$ cat config.mk
export PLATFORM = sky130hd
export DESIGN_NAME = mem_read_serializer
export DESIGN_NICKNAME = d
export VERILOG_FILES = /design/src/rtl/mem_read_serializer.sv
export SDC_FILE = /design/constraint.sdc
export NUM_CORES = 1
export LEC_CHECK = 0
export CAP_MARGIN = 40
export CORE_UTILIZATION = 48
export DETAILED_ROUTE_END_ITERATION = 7
export PLACE_DENSITY = 0.92
export SYNTH_ARGS = -nofsm -noshare
export SYNTH_HDL_FRONTEND = slang
export SYNTH_SLANG_ARGS = --single-unit
$ cat constraint.sdc
create_clock -name clk -period 2.4 [get_ports clk]
set_input_delay 0.48 -clock clk [delete_from_list [all_inputs] [get_ports clk]]
set_output_delay 0.48 -clock clk [all_outputs]
set_load 0.02 [all_outputs]
$ cat src/rtl/mem_read_serializer.sv
// Read-side serializer for the latch-based word memory: strobes rd_en, captures the
// addressed word and replays it in parallel and as an LSB-first serial stream.
module mem_read_serializer #(
  parameter int WORD_WIDTH = 5,
  parameter int NUM_WORDS  = 4,
  parameter int ADDR_WIDTH = 2
) (
  input  logic                            clk,
  input  logic                            rst,
  input  logic                            rd_req,
  input  logic [ADDR_WIDTH-1:0]           rd_addr,
  input  logic [NUM_WORDS*WORD_WIDTH-1:0] mem_data,
  output logic                            rd_en,
  output logic                            busy,
  output logic [WORD_WIDTH-1:0]           par_data,
  output logic                            par_valid,
  output logic                            ser_out,
  output logic                            ser_valid,
  output logic                            done,
  output logic                            addr_err
);

  localparam int CNT_W = (WORD_WIDTH > 1) ? $clog2(WORD_WIDTH) : 1;

  typedef enum logic [1:0] {
    S_IDLE    = 2'd0,
    S_CAPTURE = 2'd1,
    S_SHIFT   = 2'd2,
    S_DONE    = 2'd3
  } state_t;

  // Out-of-range addresses read back as all zeros.
  function automatic logic [WORD_WIDTH-1:0] select_word(
    input logic [ADDR_WIDTH-1:0]           addr,
    input logic [NUM_WORDS*WORD_WIDTH-1:0] data
  );
    logic [WORD_WIDTH-1:0] w;
    w = '0;
    for (int n = 0; n < NUM_WORDS; n++) begin
      if (int'(addr) == n) begin
        w = data[n*WORD_WIDTH +: WORD_WIDTH];
      end else begin
        w = w;
      end
    end
    return w;
  endfunction

  state_t                state_q, state_d;
  logic [ADDR_WIDTH-1:0] addr_q, addr_d;
  logic [WORD_WIDTH-1:0] shift_q, shift_d;
  logic [CNT_W-1:0]      cnt_q, cnt_d;
  logic                  rd_en_q, rd_en_d;
  logic                  busy_q, busy_d;
  logic [WORD_WIDTH-1:0] par_data_q, par_data_d;
  logic                  par_valid_q, par_valid_d;
  logic                  ser_out_q, ser_out_d;
  logic                  ser_valid_q, ser_valid_d;
  logic                  done_q, done_d;
  logic                  addr_err_q, addr_err_d;

  logic [WORD_WIDTH-1:0] capture_word_s;
  logic [WORD_WIDTH-1:0] shift_next_s;

  assign capture_word_s = select_word(addr_q, mem_data);
  assign shift_next_s   = shift_q >> 1'b1;

  // Next-state and next-output computation for the read sequencer.
  always_comb begin
    state_d     = state_q;
    addr_d      = addr_q;
    shift_d     = shift_q;
    cnt_d       = cnt_q;
    rd_en_d     = rd_en_q;
    busy_d      = busy_q;
    par_data_d  = par_data_q;
    par_valid_d = par_valid_q;
    ser_out_d   = ser_out_q;
    ser_valid_d = ser_valid_q;
    done_d      = done_q;
    addr_err_d  = addr_err_q;

    case (state_q)
      S_IDLE: begin
        if (rd_req) begin
          addr_d     = rd_addr;
          rd_en_d    = 1'b1;
          busy_d     = 1'b1;
          addr_err_d = (int'(rd_addr) >= NUM_WORDS);
          state_d    = S_CAPTURE;
        end else begin
          state_d = S_IDLE;
        end
      end
      S_CAPTURE: begin
        rd_en_d     = 1'b0;
        par_data_d  = capture_word_s;
        shift_d     = capture_word_s;
        par_valid_d = 1'b1;
        ser_out_d   = capture_word_s[0];
        ser_valid_d = 1'b1;
        cnt_d       = '0;
        state_d     = S_SHIFT;
      end
      S_SHIFT: begin
        // The last bit has been on ser_out for one cycle when cnt reaches WORD_WIDTH-1.
        if (cnt_q == CNT_W'(WORD_WIDTH - 1)) begin
          ser_valid_d = 1'b0;
          ser_out_d   = 1'b0;
          done_d      = 1'b1;
          state_d     = S_DONE;
        end else begin
          shift_d   = shift_next_s;
          cnt_d     = cnt_q + CNT_W'(1);
          ser_out_d = shift_next_s[0];
        end
      end
      S_DONE: begin
        done_d  = 1'b0;
        busy_d  = 1'b0;
        state_d = S_IDLE;
      end
      default: begin
        rd_en_d     = 1'b0;
        busy_d      = 1'b0;
        ser_out_d   = 1'b0;
        ser_valid_d = 1'b0;
        done_d      = 1'b0;
        state_d     = S_IDLE;
      end
    endcase
  end

  // State and output registers with asynchronous clear.
  always_ff @(posedge clk or posedge rst) begin
    if (rst) begin
      state_q     <= S_IDLE;
      addr_q      <= '0;
      shift_q     <= '0;
      cnt_q       <= '0;
      rd_en_q     <= 1'b0;
      busy_q      <= 1'b0;
      par_data_q  <= '0;
      par_valid_q <= 1'b0;
      ser_out_q   <= 1'b0;
      ser_valid_q <= 1'b0;
      done_q      <= 1'b0;
      addr_err_q  <= 1'b0;
    end else begin
      state_q     <= state_d;
      addr_q      <= addr_d;
      shift_q     <= shift_d;
      cnt_q       <= cnt_d;
      rd_en_q     <= rd_en_d;
      busy_q      <= busy_d;
      par_data_q  <= par_data_d;
      par_valid_q <= par_valid_d;
      ser_out_q   <= ser_out_d;
      ser_valid_q <= ser_valid_d;
      done_q      <= done_d;
      addr_err_q  <= addr_err_d;
    end
  end

  assign rd_en     = rd_en_q;
  assign busy      = busy_q;
  assign par_data  = par_data_q;
  assign par_valid = par_valid_q;
  assign ser_out   = ser_out_q;
  assign ser_valid = ser_valid_q;
  assign done      = done_q;
  assign addr_err  = addr_err_q;

endmodule
==> key figures, run 1 <==
Route
  – Number of iterations in the first detailed-routing pass: 4
  – Post-route ant nets: 0
  – WL final: 2790 um
  – Detailed Route Iter0 Violations: 31
  – Per-cell routed wire length: 16.5 um
  – Post-detailed-route via-to-cell ratio: 5.93
  – # DRC: 0
  – Total via count after detailed routing: 1,003

Power
  – Static leakage: 0.669 nW
  – Sequential share of power: 0.348
  – Power, Total: 1.99 mW
  – Maximum VDD drop: 0.791 mV
  – Proportion of total power due to net switching: 0.392
  – Switch Pwr: 0.780 mW
  – Power density cells: 1270 nW/um^2
  – Cell Int Power: 1.21 mW
  – Clock share of power: 0.145
  – Comb power frac: 0.507

Cells and area
  – Total number of nets in the final design: 173
  – Final core utilization: 0.702
  – Number of standard cells in the layout, taps in and fillers out: 169
  – Antenna fix cells: 0
  – Area growth syn-to-layout: 36.3%
  – Final instance area: 1570 sq um
  – Fraction of layout cells with a size suffix above 1: 0.121

Yosys
  – Cells after Synth: 105
  – Leading cell types by total area after synthesis: dfrtp_1, mux4_2, ha_1, mux2_2, nand2_1
  – Commonest register cell after synthesis: dfrtp_1
  – Flip-flop and latch count after synthesis: 22
  – Mean post-synth cell area: 11.0 sq um
  – Post-synthesis async set-or-reset flop share: 1.00
  – Syn nets: 136
  – Unique masters post-synth: 30
  – Post-synthesis sequential area ratio: 0.479
  – Post-synthesis cell area: 1150 sq um
  – Most common cell in the synthesized netlist: dfrtp_1
  – Most frequent cells after synthesis: dfrtp_1, nand2_1, o21ai_0
  – Number of enable flip-flop cells after synthesis: 0
  – Area fraction of the dominant cell type after synthesis: 0.479
  – Synthesis Warnings: 0
  – Largest area contributor in the netlist: dfrtp_1

Global routing
  – Antenna violations before repair: 0
  – Via count of the first global-routing pass: 944
  – Total routing usage reported by global routing: 0.244
  – First-pass GRT wire length: 4440 um
  – Congestion Overflow GR: 0
  – Largest net degree at the start of global routing: 23

STA
  – Count of final setup violators: 0
  – RSZ-0062 raised after global routing: false
  – Post-route fraction of the period consumed by the critical path: 0.812
  – Worst Tran Pin Value: 0.515 ns
  – Final hold viol count: 0
  – Achievable Freq: 0.513 GHz
  – Setup slack of the critical path after layout: 0.452 ns
  – Min Hold Slack: 0.466 ns
  – Worst-case clock skew: 0.0118 ns
  – Setup Total Neg Slack: 0 ns
  – Final period demand of the worst path: 1.95 ns
  – Worst-case headroom to the max-slew limit: 0.654
  – Number of pins exceeding their max-slew limit in the final report: 0

Clocking
  – CTS H-tree depth: 1
  – Source-to-sink clock delay at the later pin of the worst-skew pair: 0.32 ns
  – Cell chosen for the clock root: clkbuf_4
  – Post-CTS setup-driven buffer insertion count: 0
  – Clock transition at the register clock pins on the worst setup and hold paths after CTS: 0.13 ns
  – TritonCTS clock tree: done
  – Post-CTS Resized: 0
  – Number of buffers inserted during clock tree synthesis: 3
  – Maximum clock insertion buffer count: 2
  – Total of hold buffers inserted after clock tree synthesis: 0
  – Count of clock tree sinks: 22

Floorplan
  – Die Footprint: 2600 sq um
  – FP Rows: 17
  – Chip Width: 50.9 um
  – I/O pin cnt: 37
  – Initial standard-cell utilization of the core: 0.515
  – Die Ht: 50.9 um
  – Placeable core area: 2230 sq um

Critical path
  – Critical-path maximum fanout: 14
  – Sort of element at the start of the critical path: flip-flop
  – WS Path Type: flip-flop to flip-flop
  – Worst Path Arrival: 2.20 ns
  – Required arrival time at the worst endpoint: 2.66 ns
  – Element type at the critical path end: flip-flop

Placed design
  – Setup Slack @ Placement: 0.535 ns
  – Placement Cell Area: 1520 sq um
  – Cell Count Post-Placement: 165
  – DP Wirelength: 1780 um
  – Quantity of I/O buffers inserted on ports: 35
  – Final Wtd Congestion: 0.768

Run
  – Max capacitance violation total: 0

Status
  – Run status: completed

Worst hold path
  – Type of the tightest min-delay check: input pin to async pin
==> metal layers <==
metal | up-vias | GRT usage | share of wire
met1 | 479 | 0.312 | 0.36
met5 | - | 0 | 0
met4 | 0 | 0.144 | 0.043
li1 | 440 | - | -
met2 | 68 | 0.395 | 0.49
met3 | 16 | 0.0327 | 0.10
==> area by class of cell <==
type,count,area (sq um)
Sequential cell,22,551
Clock inverter,1,30.0
Tap cell,28,35.0
Timing Repair Buffer,36,358
Multi-Input combinational cell,71,542
Fill cell,153,666
Clock buffer,3,22.5
Inverter,8,30.0
==> state kept, by name, summed over array words and instances (netlist names) <==
signal,count
par_data,5
shift_q,4
cnt_q,3
addr_q,2
state_q,2
busy,1
done,1
par_valid,1
rd_en,1
ser_out,1
ser_valid,1
==> cell families (layout without fill, tap and decap cells) <==
logic type / Yosys count / after routing / synth area share
muxes: 12 / 12 / 0.165
and+or+nand+nor: 29 / 29 / 0.114
AOI/OAI and AO/OA: 23 / 23 / 0.123
DFF: 22 / 22 / 0.479
other: 1 / 1 / 0.00326
buffers and inverters: 12 / 48 / 0.0500
adders and majority gates: 6 / 6 / 0.0653
==> worst paths after layout <==
check | from | end | slack, ns | depth (start not counted)
max | state_q[0]$_DFFE_PP0P_ | shift_q[3]$_DFFE_PP0P_ | 0.45 | 6
min | rst | par_valid$_DFFE_PP0P_ | 0.47 | 3
max reg2reg | state_q[0]$_DFFE_PP0P_ | shift_q[3]$_DFFE_PP0P_ | 0.45 | 6
min reg2reg | ser_valid$_DFFE_PP0P_ | ser_valid$_DFFE_PP0P_ | 0.49 | 1
max in group asynchronous | rst | cnt_q[2]$_DFFE_PP0P_ | 1.70 | 3
min in group clk | ser_valid$_DFFE_PP0P_ | ser_valid$_DFFE_PP0P_ | 0.49 | 1
==> power by group through the flow <==
| stage | combinational, mW | clock, mW | sequential, mW |
|---|---|---|---|
| 3_3_place_gp | 0.943 | 0 | 0.678 |
| 3_5_place_dp | 0.986 | 0 | 0.690 |
| 6_report | 1.01 | 0.288 | 0.691 |
| 4_1_cts | 1.01 | 0.288 | 0.692 |
| 2_1_floorplan | 0.606 | 0 | 0.743 |
| 5_1_grt | 1.09 | 0.302 | 0.717 |
==> worst max-delay path: stages, from the launching register on <==
cell,delay (ns)
dfrtp_1,0.44
inv_1,0.10
ha_1,0.43
a21boi_0,0.50
and2_1,0.22
o21ai_0,0.09
nand3_1,0.10
==> cell usage in the layout (no fill, tap or decap), drive strengths merged, types with 2 or more instances in the layout <==
cell type       n
o21ai           9
a21boi          2
clkbuf          3
and2            2
nand3           4
a31oi           3
nor2            5
dfrtp          22
ha              6
clkdlybuf4s50  35
mux2            6
inv             8
nand2          14
a21oi           3
mux4            5
(Power assumes the default switching activity.)
==> run 2, diff against run 1 <==
CORE_UTILIZATION = 45   (was 48)
PLACE_DENSITY = 0.87   (was 0.92)
clock period = 1.9 ns   (was 2.4 ns; I/O delays follow)
==> key figures, run 2 (synthesis gave the netlist of run 1 again) <==
Run
  – Max capacitance violation total: 0

Global routing
  – Congestion Overflow GR: 0
  – First-pass GRT wire length: 4130 um
  – Via count of the first global-routing pass: 964
  – Met3 Track Usage GR: 0.0609
  – Fraction of met2 tracks used by global routing: 0.365
  – Antenna violations before repair: 0
  – Total routing usage reported by global routing: 0.211
  – Most used routing layer: met2
  – Largest net degree at the start of global routing: 16
  – GR Util met1: 0.244

Floorplan
  – Initial standard-cell utilization of the core: 0.496
  – Die Ht: 52.6 um
  – I/O pin cnt: 37
  – Die Footprint: 2760 sq um
  – FP Rows: 17
  – Placeable core area: 2320 sq um
  – Chip Width: 52.6 um

Cells and area
  – Fillcell total: 173
  – Area used by sequential logic in the layout: 551 sq um
  – Most frequent cells in the layout: clkdlybuf4s50_1, dfrtp_1, nand2_1
  – Number of flip-flops in the largest register: 5
  – Final instance area: 1550 sq um
  – Area growth syn-to-layout: 35.0%
  – Commonest non-fill, non-tap cell in the layout: clkdlybuf4s50_1
  – Final core utilization: 0.670
  – Area of combinational cells with multiple inputs: 542 sq um
  – Total number of nets in the final design: 175
  – Antenna fix cells: 0
  – Fraction of layout cells with a size suffix above 1: 0.127

Power
  – Power, Total: 2.34 mW
  – Static leakage: 0.665 nW
  – Power density cells: 1510 nW/um^2
  – Maximum VDD drop: 0.806 mV

STA
  – Worst-case headroom to the max-slew limit: 0.653
  – Setup slack of the critical path after layout: 0.222 ns
  – Post-route fraction of the period consumed by the critical path: 0.883
  – Final hold viol count: 0
  – Final period demand of the worst path: 1.68 ns
  – Achievable Freq: 0.596 GHz
  – Setup Total Neg Slack: 0 ns
  – Count of final setup violators: 0
  – Worst-case clock skew: 0.00216 ns
  – Worst Tran Pin Value: 0.516 ns
  – Number of pins exceeding their max-slew limit in the final report: 0
  – RSZ-0062 raised after global routing: false

Route
  – Post-detailed-route via-to-cell ratio: 5.64
  – WL final: 2450 um
  – Per-cell routed wire length: 14.4 um
  – Detailed Route Iter0 Violations: 18
  – # DRC: 0
  – Total via count after detailed routing: 959
  – Post-route ant nets: 0
  – Number of iterations in the first detailed-routing pass: 4

Critical path
  – Maximum single-stage delay on the critical path: 0.61 ns
  – Critical Path Slowest Stage Cell: clkdlybuf4s50_1
  – Cell type group with the largest total delay on the critical path: buffers and inverters
  – Number of cells on the worst reg-to-reg path: 6
  – Element type at the critical path end: output pin
  – Number of cells on the critical path: 1
  – Ordered cell list for the critical path: clkdlybuf4s50_1
  – Worst Path Arrival: 1.30 ns
  – Count of buffer and inverter cells on the critical path: 1
  – Required arrival time at the worst endpoint: 1.52 ns
  – Sort of element at the start of the critical path: flip-flop
  – WS Path Type: flip-flop to output pin
  – Critical-path maximum fanout: 3

Placed design
  – Setup Slack @ Placement: 0.188 ns
  – Placement Cell Area: 1530 sq um
  – Quantity of I/O buffers inserted on ports: 35
  – DP Wirelength: 1920 um
  – Final Wtd Congestion: 0.769

Clocking
  – Maximum clock insertion buffer count: 2
  – CTS H-tree depth: 1
  – Source-to-sink clock delay at the later pin of the worst-skew pair: 0.30 ns
  – Count of clock tree sinks: 22
  – Clock transition at the register clock pins on the worst setup and hold paths after CTS: 0.12 ns
  – Post-CTS Resized: 0
  – TritonCTS clock tree: done
  – Cell chosen for the clock root: clkbuf_4
  – Total of hold buffers inserted after clock tree synthesis: 0
  – Number of buffers inserted during clock tree synthesis: 3
  – Post-CTS setup-driven buffer insertion count: 0

Worst hold path
  – Type of the tightest min-delay check: input pin to async pin

Status
  – Run status: completed
[run 2: metal layers]
layer  part of all wire  routed length (um)  up-vias
met5                  0                   0        -
met4              0.014                  35        0
met3              0.089                 219        4
met2               0.51                1250       49
met1               0.38                 944      464
li1                   -                   -      442
[run 2: worst paths after layout]
kind	from	to	slack, ns
setup / recovery	rd_en$_DFFE_PP0P_	rd_en	0.22
hold / removal	rst	par_valid$_DFFE_PP0P_	0.30
setup reg to reg	state_q[0]$_DFFE_PP0P_	shift_q[3]$_DFFE_PP0P_	0.28
hold reg to reg	par_valid$_DFFE_PP0P_	par_valid$_DFFE_PP0P_	0.49
max in group asynchronous	rst	done$_DFFE_PP0P_	1.10
min in group clk	par_valid$_DFFE_PP0P_	par_valid$_DFFE_PP0P_	0.49
[run 2: area by class of cell]
cell class	instances	area share
Inverter	8	0.0193
Timing Repair Buffer	38	0.240
Sequential cell	22	0.355
Multi-Input combinational cell	71	0.349
Tap cell	28	0.0226
Clock buffer	3	0.0145
[run 2: power breakdown]
group	total (mW)	internal [mW]	switching [mW]
combinational	1.27	0.649	0.623
clock	0.210	0.0740	0.136
sequential	0.862	0.682	0.180
total	2.34	1.40	0.940
[run 2: stage by stage]
| stage | instances | hold WS [ns] |
|---|---|---|
| 6_report | 170 | 0.295 |
| 5_1_grt | 170 | 0.328 |
| 4_1_cts | 170 | 0.310 |
| 3_5_place_dp | 167 | 0.454 |
| 3_3_place_gp | 167 | 0.461 |
| 2_1_floorplan | 105 | 0.369 |
